$ cat src/rtl/e_sync_bank_if.sv
// Channel bundle for e_sync_bank: asynchronous inputs and clears from the requester,
// synchronized levels, pulses and sticky status back from the bank.
interface e_sync_bank_if #(
  parameter int unsigned NCH = 8
);
  logic [NCH-1:0] async_in;
  logic [NCH-1:0] ev_clr;
  logic [NCH-1:0] sync_out;
  logic [NCH-1:0] pulse_out;
  logic [NCH-1:0] ev_sticky;
  logic [NCH-1:0] ev_overrun;

  modport master (
    output async_in, ev_clr,
    input  sync_out, pulse_out, ev_sticky, ev_overrun
  );

  modport slave (
    input  async_in, ev_clr,
    output sync_out, pulse_out, ev_sticky, ev_overrun
  );
endinterface

$ cat src/rtl/e_sync_bank.sv
// Bank of NCH multi-flop synchronizers into sys_clk with level/toggle/rise/fall event
// detection and W1C sticky/overrun flags. Define E_SYNC_FILTER_EN for the glitch filter.
module e_sync_bank #(
  parameter int unsigned       NCH      = 8,
  parameter int unsigned       STAGES   = 2,
  parameter logic [2*NCH-1:0]  MODE     = {2*NCH{1'b0}},
  parameter int unsigned       FILT_LEN = 3
) (
  input  logic           sys_clk,
  input  logic           rst,
  e_sync_bank_if.slave   bus
);

  localparam logic [1:0] MODE_LEVEL  = 2'b00;
  localparam logic [1:0] MODE_TOGGLE = 2'b01;
  localparam logic [1:0] MODE_RISE   = 2'b10;
  localparam logic [1:0] MODE_FALL   = 2'b11;

  if (NCH < 1 || NCH > 32 || STAGES < 2 || FILT_LEN < 1) begin : g_cfg_err
    $error("e_sync_bank: illegal NCH/STAGES/FILT_LEN");
  end

  logic [NCH-1:0] sync_vec;
  logic [NCH-1:0] pulse_vec_c;
  logic [NCH-1:0] sticky_vec;
  logic [NCH-1:0] ovr_vec;

  for (genvar i = 0; i < NCH; i++) begin : g_ch
    localparam logic [1:0] CH_MODE = MODE[2*i +: 2];

    logic [STAGES-1:0] s_q, s_d;
    logic              d_q, d_d;
    logic              sticky_q, sticky_d;
    logic              ovr_q, ovr_d;
    logic              lvl_c;
    logic              pulse_c;

    // s_q[0] is the first capture flop, s_q[STAGES-1] the settled level
    always_comb begin
      s_d = {s_q[STAGES-2:0], bus.async_in[i]};
    end

`ifdef E_SYNC_FILTER_EN
    localparam int unsigned CNT_W = $clog2(FILT_LEN + 1);

    logic [CNT_W-1:0] cnt_q, cnt_d;
    logic             f_q, f_d;

    // Accept a new level only after it has differed from f for FILT_LEN cycles
    always_comb begin
      f_d   = f_q;
      cnt_d = '0;
      if (s_q[STAGES-1] != f_q) begin
        if (cnt_q == CNT_W'(FILT_LEN - 1)) begin
          f_d = s_q[STAGES-1];
        end else begin
          cnt_d = cnt_q + CNT_W'(1);
        end
      end
    end

    always_ff @(posedge sys_clk) begin
      if (rst) begin
        cnt_q <= '0;
        f_q   <= 1'b0;
      end else begin
        cnt_q <= cnt_d;
        f_q   <= f_d;
      end
    end

    assign lvl_c = f_q;
`else
    assign lvl_c = s_q[STAGES-1];
`endif

    always_comb begin
      pulse_c = 1'b0;
      case (CH_MODE)
        MODE_LEVEL:  pulse_c = 1'b0;
        MODE_TOGGLE: pulse_c = lvl_c ^ d_q;
        MODE_RISE:   pulse_c = lvl_c & ~d_q;
        MODE_FALL:   pulse_c = ~lvl_c & d_q;
        default:     pulse_c = 1'b0;
      endcase
    end

    // Set beats clear so an event coinciding with a W1C is never dropped
    always_comb begin
      d_d      = lvl_c;
      sticky_d = sticky_q;
      ovr_d    = ovr_q;
      if (pulse_c) begin
        sticky_d = 1'b1;
      end else if (bus.ev_clr[i]) begin
        sticky_d = 1'b0;
      end
      if (pulse_c && sticky_q && !bus.ev_clr[i]) begin
        ovr_d = 1'b1;
      end else if (bus.ev_clr[i]) begin
        ovr_d = 1'b0;
      end
    end

    always_ff @(posedge sys_clk) begin
      if (rst) begin
        s_q      <= '0;
        d_q      <= 1'b0;
        sticky_q <= 1'b0;
        ovr_q    <= 1'b0;
      end else begin
        s_q      <= s_d;
        d_q      <= d_d;
        sticky_q <= sticky_d;
        ovr_q    <= ovr_d;
      end
    end

    assign sync_vec[i]    = lvl_c;
    assign pulse_vec_c[i] = pulse_c;
    assign sticky_vec[i]  = sticky_q;
    assign ovr_vec[i]     = ovr_q;
  end

  assign bus.sync_out   = sync_vec;
  assign bus.pulse_out  = pulse_vec_c;
  assign bus.ev_sticky  = sticky_vec;
  assign bus.ev_overrun = ovr_vec;

endmodule

$ cat src/flat_wrapper.sv
// flat-port wrapper written by rule: the top's interface ports become plain ports
module e_sync_bank_flat 
#(
  parameter int unsigned       NCH      = 8,
  parameter int unsigned       STAGES   = 2,
  parameter logic [2*NCH-1:0]  MODE     = {2*NCH{1'b0}},
  parameter int unsigned       FILT_LEN = 3
)
  (sys_clk, rst, bus_async_in, bus_ev_clr, bus_sync_out, bus_pulse_out, bus_ev_sticky, bus_ev_overrun);
  e_sync_bank_if #(.NCH(NCH)) bus_i ();
  input  logic sys_clk;
  input  logic rst;
  input wire logic [$bits(bus_i.async_in)-1:0] bus_async_in;
  input wire logic [$bits(bus_i.ev_clr)-1:0] bus_ev_clr;
  output wire logic [$bits(bus_i.sync_out)-1:0] bus_sync_out;
  output wire logic [$bits(bus_i.pulse_out)-1:0] bus_pulse_out;
  output wire logic [$bits(bus_i.ev_sticky)-1:0] bus_ev_sticky;
  output wire logic [$bits(bus_i.ev_overrun)-1:0] bus_ev_overrun;
  assign bus_i.async_in = bus_async_in;
  assign bus_i.ev_clr = bus_ev_clr;
  assign bus_sync_out = bus_i.sync_out;
  assign bus_pulse_out = bus_i.pulse_out;
  assign bus_ev_sticky = bus_i.ev_sticky;
  assign bus_ev_overrun = bus_i.ev_overrun;
  e_sync_bank #(.NCH(NCH), .STAGES(STAGES), .MODE(MODE), .FILT_LEN(FILT_LEN)) u_core (.sys_clk(sys_clk), .rst(rst), .bus(bus_i));
endmodule
$ cat config.mk
export PLATFORM = sky130hd
export DESIGN_NAME = e_sync_bank_flat
export DESIGN_NICKNAME = d
export VERILOG_FILES = /design/src/rtl/e_sync_bank_if.sv /design/src/rtl/e_sync_bank.sv /design/src/flat_wrapper.sv
export SDC_FILE = /design/constraint.sdc
export NUM_CORES = 1
export LEC_CHECK = 0
export BUFFER_PORTS_ARGS = -buffer_cell sky130_fd_sc_hd__buf_4
export CAP_MARGIN = 20
export CORE_AREA = 3 3 49 51
export DETAILED_ROUTE_END_ITERATION = 12
export DIE_AREA = 0 0 52 54
export GPL_ROUTABILITY_DRIVEN = 0
export PLACE_DENSITY = 0.71
export RECOVER_POWER = 25
export SLEW_MARGIN = 40
export SYNTH_ARGS = -nofsm -noshare
export SYNTH_HDL_FRONTEND = slang
export SYNTH_SLANG_ARGS = --single-unit
$ cat constraint.sdc
create_clock -name sys_clk -period 0.8 [get_ports sys_clk]
set_clock_uncertainty 0.1 [all_clocks]
set_input_delay 0.2 -clock sys_clk [delete_from_list [all_inputs] [get_ports sys_clk]]
set_output_delay 0.2 -clock sys_clk [all_outputs]
set_load 0.01 [all_outputs]
Word level (Yosys, flattened, before mapping)
Index checks and enable logic that the tools add are counted.
- bits in read-only memories: 0
- memories: 0
- output and inout port bits: 32
- bits in latches: 0
- register bits: 16
- input port bits: 18
- logic and storage cells: 8
- RAM bits: 0
- reductions and logical operators: 0
- bitwise operators: 0
- add/subtract/negate cells: 0
- muxes and demuxes: 0
- magnitude comparators: 0
- shifts and indexed selects: 0
- multiply operators: 0
- equal/unequal tests: 0
- div/mod/pow operators: 0

Longest topological paths before layout
- word-level depth: 0
- mapped depth: 2
- depth with buffers taken out: 1

Worst setup path before layout
Ideal clock, no wire load.
- path type: register to output
- start: reg u_core.g_ch[0].s_q[1]
- end: out bus_sync_out[0]
- path slack: 99 ps
- stages on the path, launching flop included: 2
- arrival time: 401 ps
- path buffers: 1
- cell sequence: dfxtp_1 -> buf_4
- RTL lines (item ; line ; RTL):
    start: declaration ; e_sync_bank.sv:31 ; logic [STAGES-1:0] s_q, s_d;
    start signal: assignment ; e_sync_bank.sv:107 ; s_q <= '0;
    start signal: assignment ; e_sync_bank.sv:112 ; s_q <= s_d;
    end: declaration ; flat_wrapper.sv:15 ; output wire logic [$bits(bus_i.sync_out)-1:0] bus_sync_out;
No word-level cell between the ends.

Worst setup path in the final report
- start: reg u_core.g_ch[5].s_q[1]
- end: out bus_sync_out[5]
- RTL lines (item ; line):
    start: declaration ; e_sync_bank.sv:31
    start signal: assignment ; e_sync_bank.sv:107
    start signal: assignment ; e_sync_bank.sv:112
No word-level cell between the ends.

==> results.txt <==
Status: complete, but fails checks
Failing checks: negative setup slack
Wire length on met2: 372 um
Reg-to-reg startpoint: u_core.g_ch[0].s_q[0]
Reg2Reg Setup Slack: 0.13 ns
Total gr overflow: 0
EDFF count, synth: 0
Placed standard-cell area: 727 um2
Setup bufs post-CTS: 0
VDD IR-drop max: 999 uV
Crit. End Element: primary output
Worst R2R Path Depth: 1
Initial DRC Count: 0
Area of the multi-input gates: 223 um2
Reg area: 330 um2
Later-pin clock latency in the skew report: 0.27 ns
Detailed-router iteration count before antenna repair: 1
Total track usage: 0.0529
Initial antenna violation count: 0
Hold_buf cts: 0
Root Buffer Master: clkbuf_4
WL met3: 153 um
Fraction of layout cells with a size suffix above 1: 0.532
Max reg flops: 16
Post-synth top area cell: dfxtp_1
Hold path cells: 2
Die footprint: 2810 um2
Cell Area, Synth: 708 um2
PortBufs: 17
HP Start: bus_async_in[2]
Leakage power: 0.385 nW
Post-Layout Inst Area: 782 um2
Worst min path class: input pin to flip-flop
Post-DRT Antenna Nets: 0
Reg2reg end: u_core.g_ch[0].s_q[1]
Setup violators final: 8
Min Hold Slack: 0.0310 ns
DR vias/cell: 3.18
Required @ worst endpoint: 0.50 ns
Synth top area share: 0.452
# resized after CTS: 10
DR top layer: met3
Antenna diodes: 0
Clk pin slew, worst setup/hold paths: 0.08 ns
Initial Util: 0.357
Post-synthesis average cell area: 10.7 um2
Tot Pwr: 1.42 mW
Primary FF master, synth: dfxtp_1
PD cells: 1810 nW/um2
CTS tree: yes
Via count: 337
Worst setup SP type: flip-flop
CTS sink cnt: 16
DRC: 0
Met1 wire length: 248 um
FP Rows: 16
Mapped Cells: 66
Sequential area share after synthesis: 0.452
Worst Path Arrival: 0.71 ns
Largest regs: u_core.g_ch.s_q: 16 flops
Synth cell types: 7
FFs w/ async S/R, synth: 0
Fin crit period: 1.01 ns
CTS max path bufs: 2
Worst Path Class, Setup: flip-flop to primary output
Cell Chain, Critical Path: buf_6
Ports: 50
CP Max Fanout: 1
Setup TNS: -1.63 ns
Nets@finish: 99
Largest Register: u_core.g_ch.s_q
Final hold violation count: 0
FF+latch count, synth: 16
Vias in the first global route: 289
Post-DP HPWL: 625 um
Fin. max-slew vios: 0
Layout area overhead: 10.4%
First-pass GRT wire length: 1060 um
CP max-delay cell: dfxtp_2
Synth top cells by count: buf_4 (32), dfxtp_1 (16), nor2b_2 (7), and2b_2 (6), nor2b_1 (3)
Hold path endpoint: u_core.g_ch[2].s_q[0]
CTS Buf Count: 3
RSZ-0062 raised after global routing: true
Final period utilization: 1.26
Largest net degree at the start of global routing: 12
Overall routed net length: 774 um
Number of fill cells: 203
H-Tree Depth: 1
Max incr delay on CP: 0.32 ns
Delay-heaviest family, CP: flip-flops
Routed len/inst: 7.30 um
Core footprint: 1980 um2
Max Cap Viol: 0
Synthesis warning total: 0
Most frequent cell after synthesis: buf_4
Buf+Inv Stages, Crit Path: 1
Die Wd: 52 um
Max Fclk: 0.993 GHz
Setup ws final: -0.207 ns
Die height: 54 um
Core Util, Final: 0.395
Synth top area cells: dfxtp_1 (45%), buf_4 (34%), nor2b_2 (8.7%), and2b_2 (7.4%), nor2b_1 (2.7%)
per-stage QoR:
stage | setup slack (ns) | instances
detailed placement | 0.0199 | 103
CTS | -0.220 | 106
finish | -0.207 | 106
floorplan | 0.0988 | 89
global placement | 0.0238 | 103
global route | -0.238 | 106
cells in the final DEF (no fill, tap or decap):
cell,synthesis,final
clkbuf_4,0,5
dfxtp_1,16,8
and2b_2,6,6
nor2b_2,7,7
buf_4,32,8
dfxtp_2,0,8
buf_6,1,8
clkbuf_1,0,2
conb_1,1,24
nor2b_1,3,3
metal layers:
| metal | vias to the layer above | global-route usage |
|---|---|---|
| li1 | 167 | - |
| met1 | 139 | 0.0431 |
| met2 | 31 | 0.0962 |
| met3 | 0 | 0.0277 |
| met4 | 0 | 0.0393 |
| met5 | - | 0 |
worst max-delay path by stage:
stage	from	to	slack, ns	cells after the start
floorplan	u_core.g_ch[0].s_q[1]	bus_sync_out[0]	0.1	1
global placement	rst	u_core.g_ch[0].s_q[1]	0.02	2
detailed placement	rst	u_core.g_ch[6].s_q[0]	0.02	2
CTS	u_core.g_ch[7].s_q[1]	bus_sync_out[7]	-0.22	1
global route	u_core.g_ch[5].s_q[1]	bus_sync_out[5]	-0.24	1
finish	u_core.g_ch[5].s_q[1]	bus_sync_out[5]	-0.21	1
layout make-up:
cell class / instances / share of cell area
Clock buffer: 3 / 0.0288
Multi-Input combinational cell: 40 / 0.285
Timing Repair Buffer: 20 / 0.221
Tap cell: 27 / 0.0432
Sequential cell: 16 / 0.422
power breakdown:
part | switching, mW | internal [mW]
clock | 0.220 | 0.174
sequential | 0.0104 | 0.836
combinational | 0.0898 | 0.0877
kinds of logic after synthesis:
| family | synth area share |
|---|---|
| simple gates | 0.187 |
| flops | 0.452 |
| buf+inv | 0.355 |
| other cells | 0.00530 |
No activity file was read; power rests on OpenSTA's default activity.
